**src/rtl/mips_ctrl_pkg.sv**
```systemverilog
// Shared constants for the multicycle MIPS control unit.
// Opcode values, ALUOp codes (identical to the ALU decoder's encoding),
// datapath select codes and the main-control state encoding.
package mips_ctrl_pkg;

  // Opcodes (instr[31:26])
  localparam logic [5:0] OpRtype = 6'h00;
  localparam logic [5:0] OpJ     = 6'h02;
  localparam logic [5:0] OpBeq   = 6'h04;
  localparam logic [5:0] OpAddi  = 6'h08;
  localparam logic [5:0] OpLw    = 6'h23;
  localparam logic [5:0] OpSw    = 6'h2B;

  // ALUOp towards the ALU decoder
  localparam logic [1:0] AluOpAdd   = 2'b00;
  localparam logic [1:0] AluOpSub   = 2'b01;
  localparam logic [1:0] AluOpFunct = 2'b10;

  // ALU operand B select
  localparam logic [1:0] SrcBReg    = 2'b00;
  localparam logic [1:0] SrcBFour   = 2'b01;
  localparam logic [1:0] SrcBImm    = 2'b10;
  localparam logic [1:0] SrcBImmSh2 = 2'b11;

  // PC source select
  localparam logic [1:0] PcSrcAlu    = 2'b00;
  localparam logic [1:0] PcSrcAluOut = 2'b01;
  localparam logic [1:0] PcSrcJump   = 2'b10;

  // State codes are visible on state_o, so the values are fixed.
  typedef enum logic [3:0] {
    StFetch    = 4'd0,
    StDecode   = 4'd1,
    StMemAdr   = 4'd2,
    StMemRead  = 4'd3,
    StMemWb    = 4'd4,
    StMemWrite = 4'd5,
    StExecute  = 4'd6,
    StAluWb    = 4'd7,
    StBranch   = 4'd8,
    StAddiExec = 4'd9,
    StAddiWb   = 4'd10,
    StJump     = 4'd11,
    StReset    = 4'd15
  } ctrl_state_e;

endpackage

```
**src/rtl/mips_multicycle_main_ctrl.sv**
```systemverilog
// Main control FSM of the multicycle MIPS core.
// Sequences fetch/decode/execute/memory/writeback per opcode, drives datapath
// enables, mux selects and ALUOp (consumed by the ALU decoder together with funct).
// Ports:
//   clk_i, rst_ni       clock, synchronous active-low reset
//   opcode_i            instr[31:26], decoded in DECODE and latched there
//   zero_i              ALU zero flag, only used in BRANCH
//   mem_ready_i         memory completes the access this cycle
//   alu_op_o            00 add, 01 sub, 10 use funct
//   alu_src_a_o/_b_o    ALU operand selects
//   pc_src_o, pc_en_o   PC source select and PC load enable
//   iord_o              memory address select (0 PC, 1 ALUOut)
//   ir_write_o, mem_write_o, reg_write_o   write strobes
//   reg_dst_o, mem_to_reg_o               register file write selects
//   illegal_op_o        one-cycle pulse on an unknown opcode in DECODE
//   state_o             current state code (debug)
module mips_multicycle_main_ctrl
  import mips_ctrl_pkg::*;
#(
  parameter bit SUPPORT_ADDI = 1'b1,
  parameter bit SUPPORT_JUMP = 1'b1
) (
  input  logic       clk_i,
  input  logic       rst_ni,
  input  logic [5:0] opcode_i,
  input  logic       zero_i,
  input  logic       mem_ready_i,
  output logic [1:0] alu_op_o,
  output logic       alu_src_a_o,
  output logic [1:0] alu_src_b_o,
  output logic [1:0] pc_src_o,
  output logic       iord_o,
  output logic       ir_write_o,
  output logic       mem_write_o,
  output logic       reg_write_o,
  output logic       reg_dst_o,
  output logic       mem_to_reg_o,
  output logic       pc_en_o,
  output logic       illegal_op_o,
  output logic [3:0] state_o
);

  ctrl_state_e state_q, state_d;
  logic [5:0]  opcode_q, opcode_d;
  logic        pc_write, branch;

  // Latched opcode keeps MEMADR's lw/sw choice stable even if opcode_i moves.
  assign opcode_d = (state_q == StDecode) ? opcode_i : opcode_q;

  always_ff @(posedge clk_i) begin
    if (!rst_ni) begin
      state_q  <= StReset;
      opcode_q <= '0;
    end else begin
      state_q  <= state_d;
      opcode_q <= opcode_d;
    end
  end

  always_comb begin
    state_d      = StFetch;
    alu_op_o     = AluOpAdd;
    alu_src_a_o  = 1'b0;
    alu_src_b_o  = SrcBReg;
    pc_src_o     = PcSrcAlu;
    iord_o       = 1'b0;
    ir_write_o   = 1'b0;
    mem_write_o  = 1'b0;
    reg_write_o  = 1'b0;
    reg_dst_o    = 1'b0;
    mem_to_reg_o = 1'b0;
    illegal_op_o = 1'b0;
    pc_write     = 1'b0;
    branch       = 1'b0;

    case (state_q)
      StReset: state_d = StFetch;
      StFetch: begin
        alu_src_b_o = SrcBFour;
        ir_write_o  = mem_ready_i;
        pc_write    = mem_ready_i;
        state_d     = mem_ready_i ? StDecode : StFetch;
      end
      StDecode: begin
        alu_src_b_o = SrcBImmSh2;
        case (opcode_i)
          OpLw, OpSw: state_d = StMemAdr;
          OpRtype:    state_d = StExecute;
          OpBeq:      state_d = StBranch;
          OpAddi: begin
            if (SUPPORT_ADDI) state_d = StAddiExec;
            else illegal_op_o = 1'b1;
          end
          OpJ: begin
            if (SUPPORT_JUMP) state_d = StJump;
            else illegal_op_o = 1'b1;
          end
          default:    illegal_op_o = 1'b1;
        endcase
      end
      StMemAdr: begin
        alu_src_a_o = 1'b1;
        alu_src_b_o = SrcBImm;
        state_d     = (opcode_q == OpLw) ? StMemRead : StMemWrite;
      end
      StMemRead: begin
        iord_o  = 1'b1;
        state_d = mem_ready_i ? StMemWb : StMemRead;
      end
      StMemWb: begin
        mem_to_reg_o = 1'b1;
        reg_write_o  = 1'b1;
      end
      StMemWrite: begin
        iord_o      = 1'b1;
        mem_write_o = 1'b1;
        state_d     = mem_ready_i ? StFetch : StMemWrite;
      end
      StExecute: begin
        alu_src_a_o = 1'b1;
        alu_op_o    = AluOpFunct;
        state_d     = StAluWb;
      end
      StAluWb: begin
        reg_dst_o   = 1'b1;
        reg_write_o = 1'b1;
      end
      StBranch: begin
        alu_src_a_o = 1'b1;
        alu_op_o    = AluOpSub;
        pc_src_o    = PcSrcAluOut;
        branch      = 1'b1;
      end
      StAddiExec: begin
        alu_src_a_o = 1'b1;
        alu_src_b_o = SrcBImm;
        state_d     = StAddiWb;
      end
      StAddiWb: reg_write_o = 1'b1;
      StJump: begin
        pc_src_o = PcSrcJump;
        pc_write = 1'b1;
      end
      default: state_d = StFetch;
    endcase
  end

  assign pc_en_o = pc_write | (branch & zero_i);
  assign state_o = state_q;

endmodule

```
**config.mk**
```make
export PLATFORM = sky130hd
export DESIGN_NAME = mips_multicycle_main_ctrl
export DESIGN_NICKNAME = d
export VERILOG_FILES = /design/src/rtl/mips_ctrl_pkg.sv /design/src/rtl/mips_multicycle_main_ctrl.sv
export SDC_FILE = /design/constraint.sdc
export NUM_CORES = 1
export LEC_CHECK = 0
export CAP_MARGIN = 25
export CORE_MARGIN = 2
export CORE_UTILIZATION = 35
export CTS_CLUSTER_DIAMETER = 60
export DETAILED_ROUTE_END_ITERATION = 8
export HOLD_SLACK_MARGIN = 0.03
export PLACE_DENSITY = 0.63
export SLEW_MARGIN = 30
export SYNTH_ARGS = -nofsm -noshare
export SYNTH_HDL_FRONTEND = slang
export SYNTH_SLANG_ARGS = --single-unit
```
**constraint.sdc**
```tcl
create_clock -name clk_i -period 1.7 [get_ports clk_i]
set_input_delay 0.425 -clock clk_i [delete_from_list [all_inputs] [get_ports clk_i]]
set_output_delay 0.425 -clock clk_i [all_outputs]
set_load 0.05 [all_outputs]
```
==> flow_summary_export.csv, run 1 <==
group,metric,value,unit
run_status,status,"finished with violations",
run_status,violations,"setup timing",
sta,hold_slack,0.512,ns
sta,period_share,1.11,
routing,num_vias,1024,
floorplan,dieHeight,49.7,um
logic_synthesis,yosysTopAreaCellShare,0.274,
setup_path,cp_max_fo,5,
logic_synthesis,synth-seq-cells,10,
power_and_ir_drop,power_frac_seq,0.226,
setup_path,worstSetupPathDepth,6,
logic_synthesis,synth_area_per_cell,7.79,um^2
power_and_ir_drop,internal_power,0.000737,W
setup_path,critical_path.cell_chain,"clkdlybuf4s15_2 -> xnor2_2 -> nor2_1 -> o21ai_1 -> and3_4 -> buf_12",
layout,final_nets,170,
placement,place_ws,-0.496,ns
power_and_ir_drop,powerDensity,701,nW/um^2
clock_tree,clk_pin_slew,0.06,ns
logic_synthesis,ys_top_cells_by_area,"dfxtp_1 (27%), mux2i_1 (11%), nand2b_1 (6.0%)",
placement,dp.cells,161,
routing,drc,0,
floorplan,die_area,2470,um^2
layout,area.growth.synth_to_final,145,%
placement,place_area,1470,um^2
routing,drtIter0Drc,35,
routing,wirelength,3.69,mm
sta,final.setup_skew,0.0110,ns
layout,finalNonFillerCells,186,
routing,wl_per_cell,19.8,um
layout,n_antenna_cell,0,
sta,worst_pin_slew,0.410,ns
floorplan,io_pins,29,
floorplan,die_w,49.7,um
clock_tree,worstSkewPairLatency,0.27,ns
sta,setup_slack,-0.193,ns
setup_path,arrival,1.47,ns
layout,fin_util,0.914,
sta,slew_headroom,0.726,
grt,grt_pass1_vias,1021,
placement,gp_congestion,0.784,
power_and_ir_drop,comb_power_share,0.637,
logic_synthesis,ys_seq_area_frac,0.274,
setup_path,timing.critical_path.from,"opcode_i[1]",
logic_synthesis,yosysTopAreaCell,"dfxtp_1",
routing,firstDrtPassIters,6,
setup_path,cp-endpoint,"illegal_op_o",
setup_path,crit_type,"in2out",
sta,fmax,528,MHz
clock_tree,cts.sinks,10,
sta,setup_viol,13,
sta,rsz0062_at_grt,"true",
setup_path,cp_top_family,"buffers and inverters",
grt,grt_use_total,0.302,
sta,hold_viol,0,
setup_path,worstSetupEndpointType,"output port",
floorplan,rows,16,
placement,dp_hpwl,1.84,mm
clock_tree,hold_buffers,0,
layout,fillerInstances,85,
grt,grt_pass1_wl,5.59,mm
layout,drive_above_1_share,0.623,
power_and_ir_drop,pwr-share-clk,0.137,
setup_path,r2r-end,"state_o[1]$_SDFF_PN1_",
clock_tree,tritoncts,"done",
min_path,hold_class,"in2reg",
setup_path,slowest_delay,0.25,ns
routing,postRouteAntennaNets,0,
job,timing.max_cap.violations,0,
power_and_ir_drop,p_switching,0.000519,W
clock_tree,numCtsBuffers,3,
power_and_ir_drop,p_sw_frac,0.413,
setup_path,regToRegStartpoint,"state_o[3]$_SDFF_PN1_",
setup_path,cpMaxStageDelayCell,"clkdlybuf4s15_2",
sta,slew_violations,0,
logic_synthesis,syn_inst,94,
placement,io_buffers,28,
routing,vias_per_cell,5.51,
floorplan,initial_core_util,0.373,
logic_synthesis,yosys.cell_types.count,31,
clock_tree,htreeDepth,1,
setup_path,rr_worst_depth,7,
setup_path,cp_num_buf_inv,2,
clock_tree,clockBufferDepth,2,
floorplan,core,1960,um^2
grt,grt_max_degree,12,
setup_path,crit_required,1.27,ns
sta,finalCriticalPeriod,1.89,ns
grt,overflow,0,
power_and_ir_drop,peakVddDrop,537,uV
setup_path,start_kind,"primary input",
setup_path,r2r_slack,0.02,ns
clock_tree,cts_root_buf,"clkbuf_4",
grt,antenna_found_initial,0,
logic_synthesis,ys.warnings.count,0,
logic_synthesis,synth_area,732,um^2
logic_synthesis,syn_nets,104,
layout,final_area,1790,um^2
power_and_ir_drop,leakagePower,0.741,nW
[per-stage QoR]
step / total power [W] / TNS [ns]
after floorplan: 0.000642 / -0.276
after global placement: 0.000900 / -0.743
after detailed placement: 0.000910 / -0.851
after CTS: 0.00120 / -0.897
after global routing: 0.00130 / -2.16
final: 0.00126 / -1.35
[worst reg2reg max path, cell delays in order (launching register included)]
cell       delay, ns
dfxtp_4         0.38
buf_6           0.13
nor4b_4         0.31
buf_4           0.16
buf_4           0.17
and2_4          0.18
o21ai_0         0.12
o2111ai_1       0.14
[cells in the mapped netlist]
master      n
o21ai_0     6
nand3b_1    2
buf_2       2
nor4b_4     1
nand2b_1    7
nor4_1      1
xor2_1      1
inv_1       3
xnor2_1     1
a31oi_1     2
nand4b_1    1
mux2i_1     8
nor3b_1     1
o22ai_1     1
nor2_1     10
and2_1      1
o21a_1      1
clkbuf_1    3
buf_4       1
dfxtp_1    10
nor2b_1     6
o41ai_1     1
o2111ai_1   1
nand2_1     4
mux2_2      1
a21oi_1     4
and3_1      3
nand4_1     1
o221ai_2    1
nor3_1      8
or4_1       1
[repair_timing]
item	CTS	global route
resized for setup	38	7
buffers inserted	17	5
pin swaps	9	9
hold endpoints to repair	0	0
endpoints found under the setup margin	15	16
[sequential cells by signal, indices dropped and copies added (netlist names)]
name	cells
opcode_q	6
state_o	4
[routing by layer]
layer	vias to the layer above	GRT usage	part of all wire	wire length, um
li1	468	-	-	-
met5	-	0	0	0
met2	52	0.569	0.52	1930
met1	487	0.352	0.39	1450
met3	17	0.0394	0.047	172
met4	0	0.0833	0.038	140
[cell usage in the layout, fill, tap and decap left out, drive strengths merged, types with 2 or more instances in the layout]
| cell | instances |
|---|---|
| dfxtp | 10 |
| o21ai | 6 |
| mux2i | 8 |
| a21oi | 4 |
| buf | 59 |
| nand2b | 7 |
| nor3 | 8 |
| inv | 3 |
| nand2 | 4 |
| clkbuf | 5 |
| nor2b | 6 |
| and3 | 3 |
| dlygate4sd2 | 5 |
| nand3b | 2 |
| a31oi | 2 |
| nor2 | 10 |
[cell families (layout without fill, tap and decap cells)]
| group | count (synthesis) | after routing | share of synthesized area |
|---|---|---|---|
| AOI/OAI and AO/OA | 17 | 17 | 0.149 |
| xor gates and xnor gates | 2 | 2 | 0.0239 |
| buffers and inverters | 9 | 74 | 0.0547 |
| DFF | 10 | 10 | 0.274 |
| muxes | 9 | 9 | 0.125 |
| and+or+nand+nor | 47 | 47 | 0.374 |
[power by group through the flow]
stage	clock network, W	logic [W]	registers, W
floorplan	0	0.000321	0.000321
global placement	0	0.000595	0.000306
detailed placement	0	0.000602	0.000307
CTS	0.000178	0.000742	0.000281
global route	0.000189	0.000828	0.000287
finish	0.000172	0.000801	0.000284
[how the worst min path moves through the flow]
stage,slack [ns],depth (start not counted),end,start
floorplan,0.47,2,opcode_q[2]$_SDFFE_PN0P_,opcode_q[2]$_SDFFE_PN0P_
global placement,0.50,2,opcode_q[2]$_SDFFE_PN0P_,opcode_q[2]$_SDFFE_PN0P_
detailed placement,0.52,2,opcode_q[2]$_SDFFE_PN0P_,opcode_q[2]$_SDFFE_PN0P_
CTS,0.49,3,opcode_q[3]$_SDFFE_PN0P_,opcode_i[3]
global route,0.53,3,opcode_q[3]$_SDFFE_PN0P_,opcode_i[3]
finish,0.51,3,opcode_q[3]$_SDFFE_PN0P_,opcode_i[3]
[layout make-up]
cell class | instances | area, um^2 | area share
Sequential cell | 10 | 215 | 0.120
Multi-Input combinational cell | 75 | 699 | 0.390
Clock buffer | 4 | 26.3 | 0.0147
Tap cell | 27 | 33.8 | 0.0188
Inverter | 3 | 11.3 | 0.00628
Timing Repair Buffer | 67 | 807 | 0.450
Power figures use the tool's default switching activity.
==> run 2: changes to the inputs <==
--- a/config.mk
+++ b/config.mk
@@ -5,13 +5,14 @@
 export SDC_FILE = /design/constraint.sdc
 export NUM_CORES = 1
 export LEC_CHECK = 0
+export ABC_AREA = 1
 export CAP_MARGIN = 25
 export CORE_MARGIN = 2
 export CORE_UTILIZATION = 35
 export CTS_CLUSTER_DIAMETER = 60
 export DETAILED_ROUTE_END_ITERATION = 8
 export HOLD_SLACK_MARGIN = 0.03
-export PLACE_DENSITY = 0.63
+export PLACE_DENSITY = 0.64
 export SLEW_MARGIN = 30
 export SYNTH_ARGS = -nofsm -noshare
 export SYNTH_HDL_FRONTEND = slang
==> flow_summary_export.csv, run 2 <==
group,metric,value,unit
logic_synthesis,syn_inst,114,
setup_path,rr_worst_depth,7,
placement,place_ws,-0.330,ns
logic_synthesis,synth_area_per_cell,5.89,um^2
logic_synthesis,synth_area,672,um^2
logic_synthesis,ys_top_cells_by_area,"dfxtp_1 (30%), nor2_1 (19%), nand3_1 (9.7%)",
layout,finalNonFillerCells,184,
floorplan,dieHeight,47.8,um
min_path,hold_class,"reg2reg",
clock_tree,cts.sinks,10,
min_path,hp-start,"opcode_q[3]$_SDFFE_PN0P_",
layout,fillerInstances,129,
routing,wl_per_cell,12.5,um
sta,slew_headroom,0.775,
setup_path,start_kind,"flop",
setup_path,worstSetupEndpointType,"output port",
setup_path,critical_path.cell_chain,"nor2_4 -> inv_2 -> nor2_4 -> inv_2 -> o211ai_1 -> buf_12",
clock_tree,htreeDepth,1,
sta,fmax,547,MHz
routing,vias_per_cell,4.68,
run_status,status,"finished with violations",
setup_path,cp_num_buf_inv,3,
setup_path,arrival,1.40,ns
layout,final_area,1430,um^2
logic_synthesis,synth_common_cells,"nor2_1 (34), inv_1 (16), nand2_1 (15)",
setup_path,crit_type,"reg2out",
setup_path,cp_max_fo,4,
grt,grt_use_total,0.239,
floorplan,io_pins,29,
sta,final.setup_skew,0.000881,ns
logic_synthesis,ys.warnings.count,0,
layout,final_common_cell,"nor2_1",
clock_tree,clockBufferDepth,2,
setup_path,r2r-end,"opcode_q[2]$_SDFFE_PN0P_",
sta,hold_slack,0.506,ns
grt,overflow,0,
layout,final_nets,170,
setup_path,cp_top_family,"flip-flops",
sta,hold_viol,0,
layout,largest_reg_flops,6,
setup_path,worstSetupPathDepth,6,
power_and_ir_drop,powerDensity,649,nW/um^2
logic_synthesis,synthArstFlopShare,0,
logic_synthesis,yosysTopAreaCellShare,0.298,
sta,setup-tns-final,-0.639,ns
logic_synthesis,synth-main-ff-cell,"dfxtp_1",
sta,setup_slack,-0.129,ns
floorplan,die_area,2290,um^2
routing,postRouteAntennaNets,0,
placement,place_area,1290,um^2
sta,period_share,1.08,
logic_synthesis,yosysMostFrequentCell,"nor2_1",
job,timing.max_cap.violations,0,
setup_path,regToRegStartpoint,"state_o[3]$_SDFF_PN1_",
routing,drc,0,
placement,dp_hpwl,1.70,mm
floorplan,core,1760,um^2
sta,setup_viol,12,
clock_tree,clk_pin_slew,0.07,ns
sta,finalCriticalPeriod,1.83,ns
setup_path,r2r_slack,0.43,ns
clock_tree,tritoncts,"done",
power_and_ir_drop,leakagePower,0.657,nW
clock_tree,numCtsBuffers,3,
grt,antenna_found_initial,0,
grt,grt_pass1_wl,3.80,mm
routing,firstDrtPassIters,5,
run_status,violations,"setup timing",
placement,io_buffers,28,
routing,drtIter0Drc,21,
placement,dp.cells,175,
routing,num_vias,861,
sta,slew_violations,0,
logic_synthesis,ys_seq_area_frac,0.298,
logic_synthesis,yosysTopAreaCell,"dfxtp_1",
grt,grt_pass1_vias,847,
routing,wirelength,2.30,mm
floorplan,die_w,47.8,um
grt,grt_max_degree,11,
setup_path,crit_required,1.27,ns
layout,area.growth.synth_to_final,113,%
clock_tree,cts_root_buf,"clkbuf_4",
setup_path,cpMaxStageDelayCell,"dfxtp_4",
power_and_ir_drop,peakVddDrop,375,uV
sta,rsz0062_at_grt,"true",
sta,worst_pin_slew,0.336,ns
layout,regMostFlops,"opcode_q",
floorplan,rows,15,
min_path,holdPathEnd,"opcode_q[3]$_SDFFE_PN0P_",
logic_synthesis,yosys.cell_types.count,18,
clock_tree,worstSkewPairLatency,0.26,ns
layout,n_antenna_cell,0,
logic_synthesis,synth-edff-count,0,
logic_synthesis,syn_nets,124,
placement,gp_congestion,0.860,
layout,drive_above_1_share,0.478,
min_path,whs_path_depth,2,
floorplan,initial_core_util,0.381,
logic_synthesis,synth-seq-cells,10,
layout,final_cell_mix,"nor2_1 (20), buf_12 (18), buf_4 (14)",
setup_path,slowest_delay,0.38,ns
run 2: layout make-up:
type / instances / area, um^2 / share of cell area
clock buffers: 4 / 36.3 / 0.0253
inverters: 18 / 75.1 / 0.0524
multi-input cells: 83 / 492 / 0.344
flip-flops and latches: 10 / 215 / 0.150
well taps: 25 / 31.3 / 0.0219
repair buffers: 44 / 582 / 0.406
run 2: report_power, final:
part | leakage, nW | switching, W | internal [W]
registers | 0.0835 | 0.0000274 | 0.000250
logic | 0.552 | 0.000248 | 0.000187
clock network | 0.0210 | 0.0000859 | 0.000130
run 2: metrics by stage:
step / total power [W] / util
2_1_floorplan: 0.000489 / -
3_3_place_gp: 0.000675 / 0.732
3_5_place_dp: 0.000680 / 0.732
4_1_cts: 0.000907 / 0.782
5_1_grt: 0.000971 / 0.811
6_report: 0.000929 / 0.811
run 2: routing by layer:
layer / up-vias / track usage / part of all wire
met5: - / 0 / 0
met4: 0 / 0.0865 / 0.013
met3: 4 / 0.0453 / 0.043
met2: 24 / 0.368 / 0.50
met1: 384 / 0.332 / 0.44
li1: 449 / - / -
run 2: repair_timing:
action	CTS	global route
pin swaps	9	7
gates resized for setup	18	14
setup endpoints to repair	13	14
endpoints found under the hold margin	0	0
hold buffers	0	0
buffers inserted	4	1
run 2: worst reg2reg max path, cell delays in order, from the launching register on:
cell	delay, ns
dfxtp_4	0.38
nor2_4	0.18
inv_2	0.08
nor2_4	0.12
inv_2	0.05
buf_4	0.14
o21ai_0	0.16
nor2_1	0.06
run 2: cells by family after synthesis:
kind of cell,share of synthesized area
simple gates,0.460
compound gates,0.108
flops,0.298
buf+inv,0.134
run 2: worst max-delay path by stage:
stage / from / end / slack (ns)
after global routing: state_o[3]$_SDFF_PN1_ / alu_src_b_o[1] / -0.21
after detailed placement: opcode_i[5] / illegal_op_o / -0.33
after CTS: state_o[3]$_SDFF_PN1_ / alu_src_b_o[1] / -0.14
after floorplan: state_o[3]$_SDFF_PN1_ / pc_en_o / -0.20
after global placement: opcode_i[5] / illegal_op_o / -0.28
final: state_o[3]$_SDFF_PN1_ / alu_src_b_o[1] / -0.13
==> run 3: changes to the inputs <==
--- a/config.mk
+++ b/config.mk
@@ -6,7 +6,7 @@
 export NUM_CORES = 1
 export LEC_CHECK = 0
 export ABC_AREA = 1
-export CAP_MARGIN = 25
+export CAP_MARGIN = 20
 export CORE_MARGIN = 2
 export CORE_UTILIZATION = 35
 export CTS_CLUSTER_DIAMETER = 60
==> results of run 3 <==
No change in the layout: final DEF, timing and power equal those of run 2.
==> RTL edit 1 (settings of run 3) <==
Reset style: asynchronous (`rst_ni`), changed in one clocked block. Comments in the files are not updated.
--- a/src/rtl/mips_multicycle_main_ctrl.sv
+++ b/src/rtl/mips_multicycle_main_ctrl.sv
@@ -49,3 +49,3 @@
 
-  always_ff @(posedge clk_i) begin
+  always_ff @(posedge clk_i or negedge rst_ni) begin
     if (!rst_ni) begin
Check against the original RTL: differs if rst_ni is asserted again (counterexample within 4 cycles, from zero or initial values and one cycle with rst_ni low); with rst_ni held inactive, the same outputs for 10 cycles.
==> RTL edit 1 against run 3 <==
- the run still ends with negative setup slack left
- highest routed layer unchanged
- clock skew grew 0.0036 ns
- first-iteration DRC count grew 100%
- synthesized area grew 10%
- wire length grew 62%
- critical endpoint is now pc_en_o
- sequential cell count is the same
- setup slack lost 0.37 ns
- critical path depth grew 1
- global-route usage grew 3.8 points
- die area grew 9.5%
- final cell count grew 17%
- final area grew 24%
Power is not compared: it rests on default switching activity, and its combinational part moved more than twofold at a synthesized area within 25%.
==> RTL edit 1: results (changes against run 3) <==
[drt]
wl_met3_um=190  ; was 99 um
initialDrtViolationCount=42  ; was 21
drtPass1Iterations=4  ; was 5
m1WireLength_mm=1.43  ; was 1.01 mm
wl_mm=3.71  ; was 2.30 mm
vias=1090  ; was 861
met2WireLength_mm=1.94  ; was 1.16 mm
viasPerCell=5.07  ; was 4.68

[critical_path]
reg2reg_setup_slack_ns=0.12  ; was 0.43 ns
cp_data_arrival_time_ns=1.77  ; was 1.40 ns
worstReg2RegStart=state_o[1]$_DFF_PN1_  ; was state_o[3]$_SDFF_PN1_
r2r-end=opcode_q[0]$_DFFE_PN0P_  ; was opcode_q[2]$_SDFFE_PN0P_
startpoint=state_o[3]$_DFF_PN1_  ; was state_o[3]$_SDFF_PN1_
critPathCapture=pc_en_o  ; was alu_src_b_o[1]

[logic_synthesis]
synth_fa_ha_area_share_pct=0  ; unchanged
synth_cell_types=15  ; was 18
synth_fp_nets=132  ; was 124
yosysSeqAreaShare_pct=34.4  ; was 29.8%
synth_compound_area_share_pct=6.41  ; was 10.8%
synth_common_cells=nand2_1 (33), nor2_1 (26), inv_1 (19)  ; was nor2_1 (34), inv_1 (16), nand2_1 (15)
syn_avg_cell_area_sq_um=6.08  ; was 5.89 sq um
synth_area_leaders=dfrtp_1 (20%), nand2_1 (17%), dfstp_2 (14%), nor2_1 (13%), inv_1 (9.6%)  ; was dfxtp_1 (30%), nor2_1 (19%), nand3_1 (9.7%), inv_1 (8.9%), nand2_1 (8.4%)
async_flop_share_pct=100  ; was 0%

[grt]
grtUsageMet3_pct=6.97  ; was 4.53%
grt_max_degree=13  ; was 11
met2_usage_pct=50.4  ; was 36.8%
grt_use_met1_pct=30.0  ; was 33.2%
grt_pass1_wl_mm=5.11  ; was 3.80 mm
grt_use_total_pct=27.8  ; was 23.9%

[timing]
worst_slack_ns=-0.497  ; was -0.129 ns
skew_ns=0.00449  ; was 0.000881 ns
setup_viol=16  ; was 12
slew_headroom_pct=66.8  ; was 77.5%
finalSetupTns_ns=-4.97  ; was -0.639 ns

[outcome]
violations=negative setup slack  ; unchanged
status=finished with violations  ; unchanged

[layout]
layout-drive-gt1-share_pct=53.2  ; was 47.8%

[placement]
dpl_cell_area_sq_um=1510  ; was 1290 sq um
dp_hpwl_mm=1.94  ; was 1.70 mm
place_ws_ns=-0.416  ; was -0.330 ns
place_inst=199  ; was 175

[clocking]
insertion_delay_ns=0.28  ; was 0.26 ns

[min_path]
hold_class=primary input to async pin  ; was flop to flop

RTL edit 1: cell count changes in the layout (fill, tap and decap cells not counted), sizes merged, moves of 2 or more:
cell,delta
buf,+19
nand3,-2
dfstp,+4
nor2,-5
o21ai,-4
inv,+3
nand2,+17
dlygate4sd2,-4
dfxtp,-10
dlymetal6s2s,+4
clkinvlp,+2
dfrtp,+6
RTL edit 1: worst max-delay path, stage by stage (launching register included):
cell and delay, ns:
dfstp_4 0.67, inv_4 0.05, nor2_4 0.15, inv_4 0.07
nor2_4 0.10, nand2_1 0.09, nand3b_1 0.18, buf_12 0.16
RTL edit 1: kinds of logic (layout without fill, tap and decap cells):
family          count (synthesis)  in the layout
compound gates                  9              9
buf+inv                        24             90
flops                          10             10
simple gates                   79             79
RTL edit 1: area by class of cell:
cell class | count | area [sq um]
clock buffers | 4 | 36.3
fillers | 81 | 214
inverters | 23 | 109
multi-input cells | 88 | 548
flip-flops and latches | 10 | 270
well taps | 27 | 33.8
repair buffers | 63 | 771
RTL edit 1: worst min path at each step:
stage	from	end	slack (ns)	cells after the start
final	rst_ni	opcode_q[2]$_DFFE_PN0P_	0.48	1
after global routing	rst_ni	opcode_q[2]$_DFFE_PN0P_	0.50	1
after CTS	opcode_q[0]$_DFFE_PN0P_	opcode_q[0]$_DFFE_PN0P_	0.48	2
after detailed placement	opcode_q[0]$_DFFE_PN0P_	opcode_q[0]$_DFFE_PN0P_	0.47	2
after global placement	opcode_q[0]$_DFFE_PN0P_	opcode_q[0]$_DFFE_PN0P_	0.46	2
after floorplan	rst_ni	opcode_q[0]$_DFFE_PN0P_	0.13	0
RTL edit 1: timing repair:
item,CTS,global route
gates cloned,0,0
setup buffers,8,4
pin swaps,5,5
setup endpoints to repair,15,21
resized for setup,26,17
==> RTL edit 2 (config.mk and constraints of run 3) <==
Made on the original files. Change the parameter `SUPPORT_JUMP` from 1'b1 to 1'b0.
--- a/src/rtl/mips_multicycle_main_ctrl.sv
+++ b/src/rtl/mips_multicycle_main_ctrl.sv
@@ -20,3 +20,3 @@
   parameter bit SUPPORT_ADDI = 1'b1,
-  parameter bit SUPPORT_JUMP = 1'b1
+  parameter bit SUPPORT_JUMP = 1'b0
 ) (
Formal check against the unedited RTL: not equivalent (a bounded check fails within 4 cycles, from zero or initial values and one cycle with rst_ni low).
==> RTL edit 2 against run 3 <==
- the flow still finishes with violations (negative setup slack)
- sequential share of layout area is 1.6 points lower
- clock power is 2% higher
- first-iteration DRC count is 14% lower
- wire length is 14% higher
- non-clock buffer count is 11 higher
- sequential cell count stayed put
- critical path depth is 1 higher
- final area is 12% higher
- die area is 2.0% higher
- power is 10% higher
- sequential power hardly changed
- synthesized area is 2.2% higher
- setup slack worse by 0.0056 ns
==> RTL edit 2: results (changes against run 3) <==
[outcome]
status=finished with violations  ; unchanged
violations=negative setup slack  ; unchanged

[layout]
nets=183  ; was 170
nFillCells=99  ; was 129
layout-drive-gt1-share_pct=59.3  ; was 47.8%

[timing]
whs_ns=0.465  ; was 0.506 ns
worstMarginPinSlew_ns=0.323  ; was 0.336 ns
skew_ns=0.00780  ; was 0.000881 ns
finalSetupTns_ns=-0.807  ; was -0.639 ns
setup_viol=13  ; was 12
worst_slack_ns=-0.135  ; was -0.129 ns

[placement]
gp_congestion=0.828  ; was 0.860
portBuffers=28  ; unchanged
dp_hpwl_mm=1.59  ; was 1.70 mm
place_ws_ns=-0.375  ; was -0.330 ns

[min_path]
min-delay-start=opcode_q[1]$_SDFFE_PN0P_  ; was opcode_q[3]$_SDFFE_PN0P_
hold_class=flop to flop  ; unchanged
hold_end=opcode_q[1]$_SDFFE_PN0P_  ; was opcode_q[3]$_SDFFE_PN0P_

[grt]
grt_pass1_vias=848  ; was 847
grt_use_total_pct=19.1  ; was 23.9%
grt_pass1_wl_mm=3.48  ; was 3.80 mm
overflow=0  ; unchanged

[power_and_ir_drop]
peakVddDrop_v=0.000596  ; was 0.000375 V
p_int_mw=0.620  ; was 0.567 mW
power_frac_seq_pct=27.2  ; was 29.9%
leakage_nw=0.763  ; was 0.657 nW
p_clk_mw=0.221  ; was 0.216 mW

[logic_synthesis]
synth_area_leaders=dfxtp_1 (29%), nor2_1 (15%), nand2_1 (11%), inv_1 (9.8%), nand3_1 (9.5%)  ; was dfxtp_1 (30%), nor2_1 (19%), nand3_1 (9.7%), inv_1 (8.9%), nand2_1 (8.4%)
synth_common_cells=nor2_1 (28), nand2_1 (21), inv_1 (18)  ; was nor2_1 (34), inv_1 (16), nand2_1 (15)
yosysSeqAreaShare_pct=29.1  ; was 29.8%
syn_avg_cell_area_sq_um=5.92  ; was 5.89 sq um
synth_fp_nets=126  ; was 124
synth_cell_types=20  ; was 18

[critical_path]
r2r-end=state_o[0]$_SDFF_PN1_  ; was opcode_q[2]$_SDFFE_PN0P_
crit_family=simple AND/OR/NAND/NOR gates  ; was flip-flops
ff2ff_path_depth=8  ; was 7
worstReg2RegStart=state_o[2]$_SDFF_PN1_  ; was state_o[3]$_SDFF_PN1_
critPathCapture=pc_en_o  ; was alu_src_b_o[1]
reg2reg_setup_slack_ns=0.37  ; was 0.43 ns

[drt]
initialDrtViolationCount=18  ; was 21
drtPass1Iterations=4  ; was 5
wl_mm=2.62  ; was 2.30 mm
vias=984  ; was 861
wire_per_inst_um=13.2  ; was 12.5 um

[clocking]
post-cts-setup-buffers=10  ; was 4
post_cts_resized=30  ; was 18

-- RTL edit 2: routing by layer --
metal	share of wire, %	routed length [um]	up-vias	GRT usage (%)
met5	0	0	-	0
met4	5.8	151	0	12.9
met3	5.9	154	19	4.01
met2	57	1480	56	37.5
met1	32	831	437	17.2
li1	-	-	472	-
-- RTL edit 2: cells by family after synthesis --
group / synth area share, %
AND/OR/NAND/NOR: 48.6
buffers and inverters: 14.8
flip-flops: 29.1
AO/OA/AOI/OAI: 7.47
-- RTL edit 2: layout make-up --
class / instances / area share [%]
tap: 27 / 2.11
sequential: 10 / 13.4
inverter: 21 / 5.85
timing repair buffer: 55 / 41.8
clock buffer: 4 / 2.26
multi-input combinational: 82 / 34.6
-- RTL edit 2: per-stage QoR --
stage / utilization [%] / area, sq um
finish: 84.3 / 1600
global route: 84.3 / 1600
CTS: 79.0 / 1500
detailed placement: 71.0 / 1350
global placement: 71.0 / 1350
floorplan: - / 771
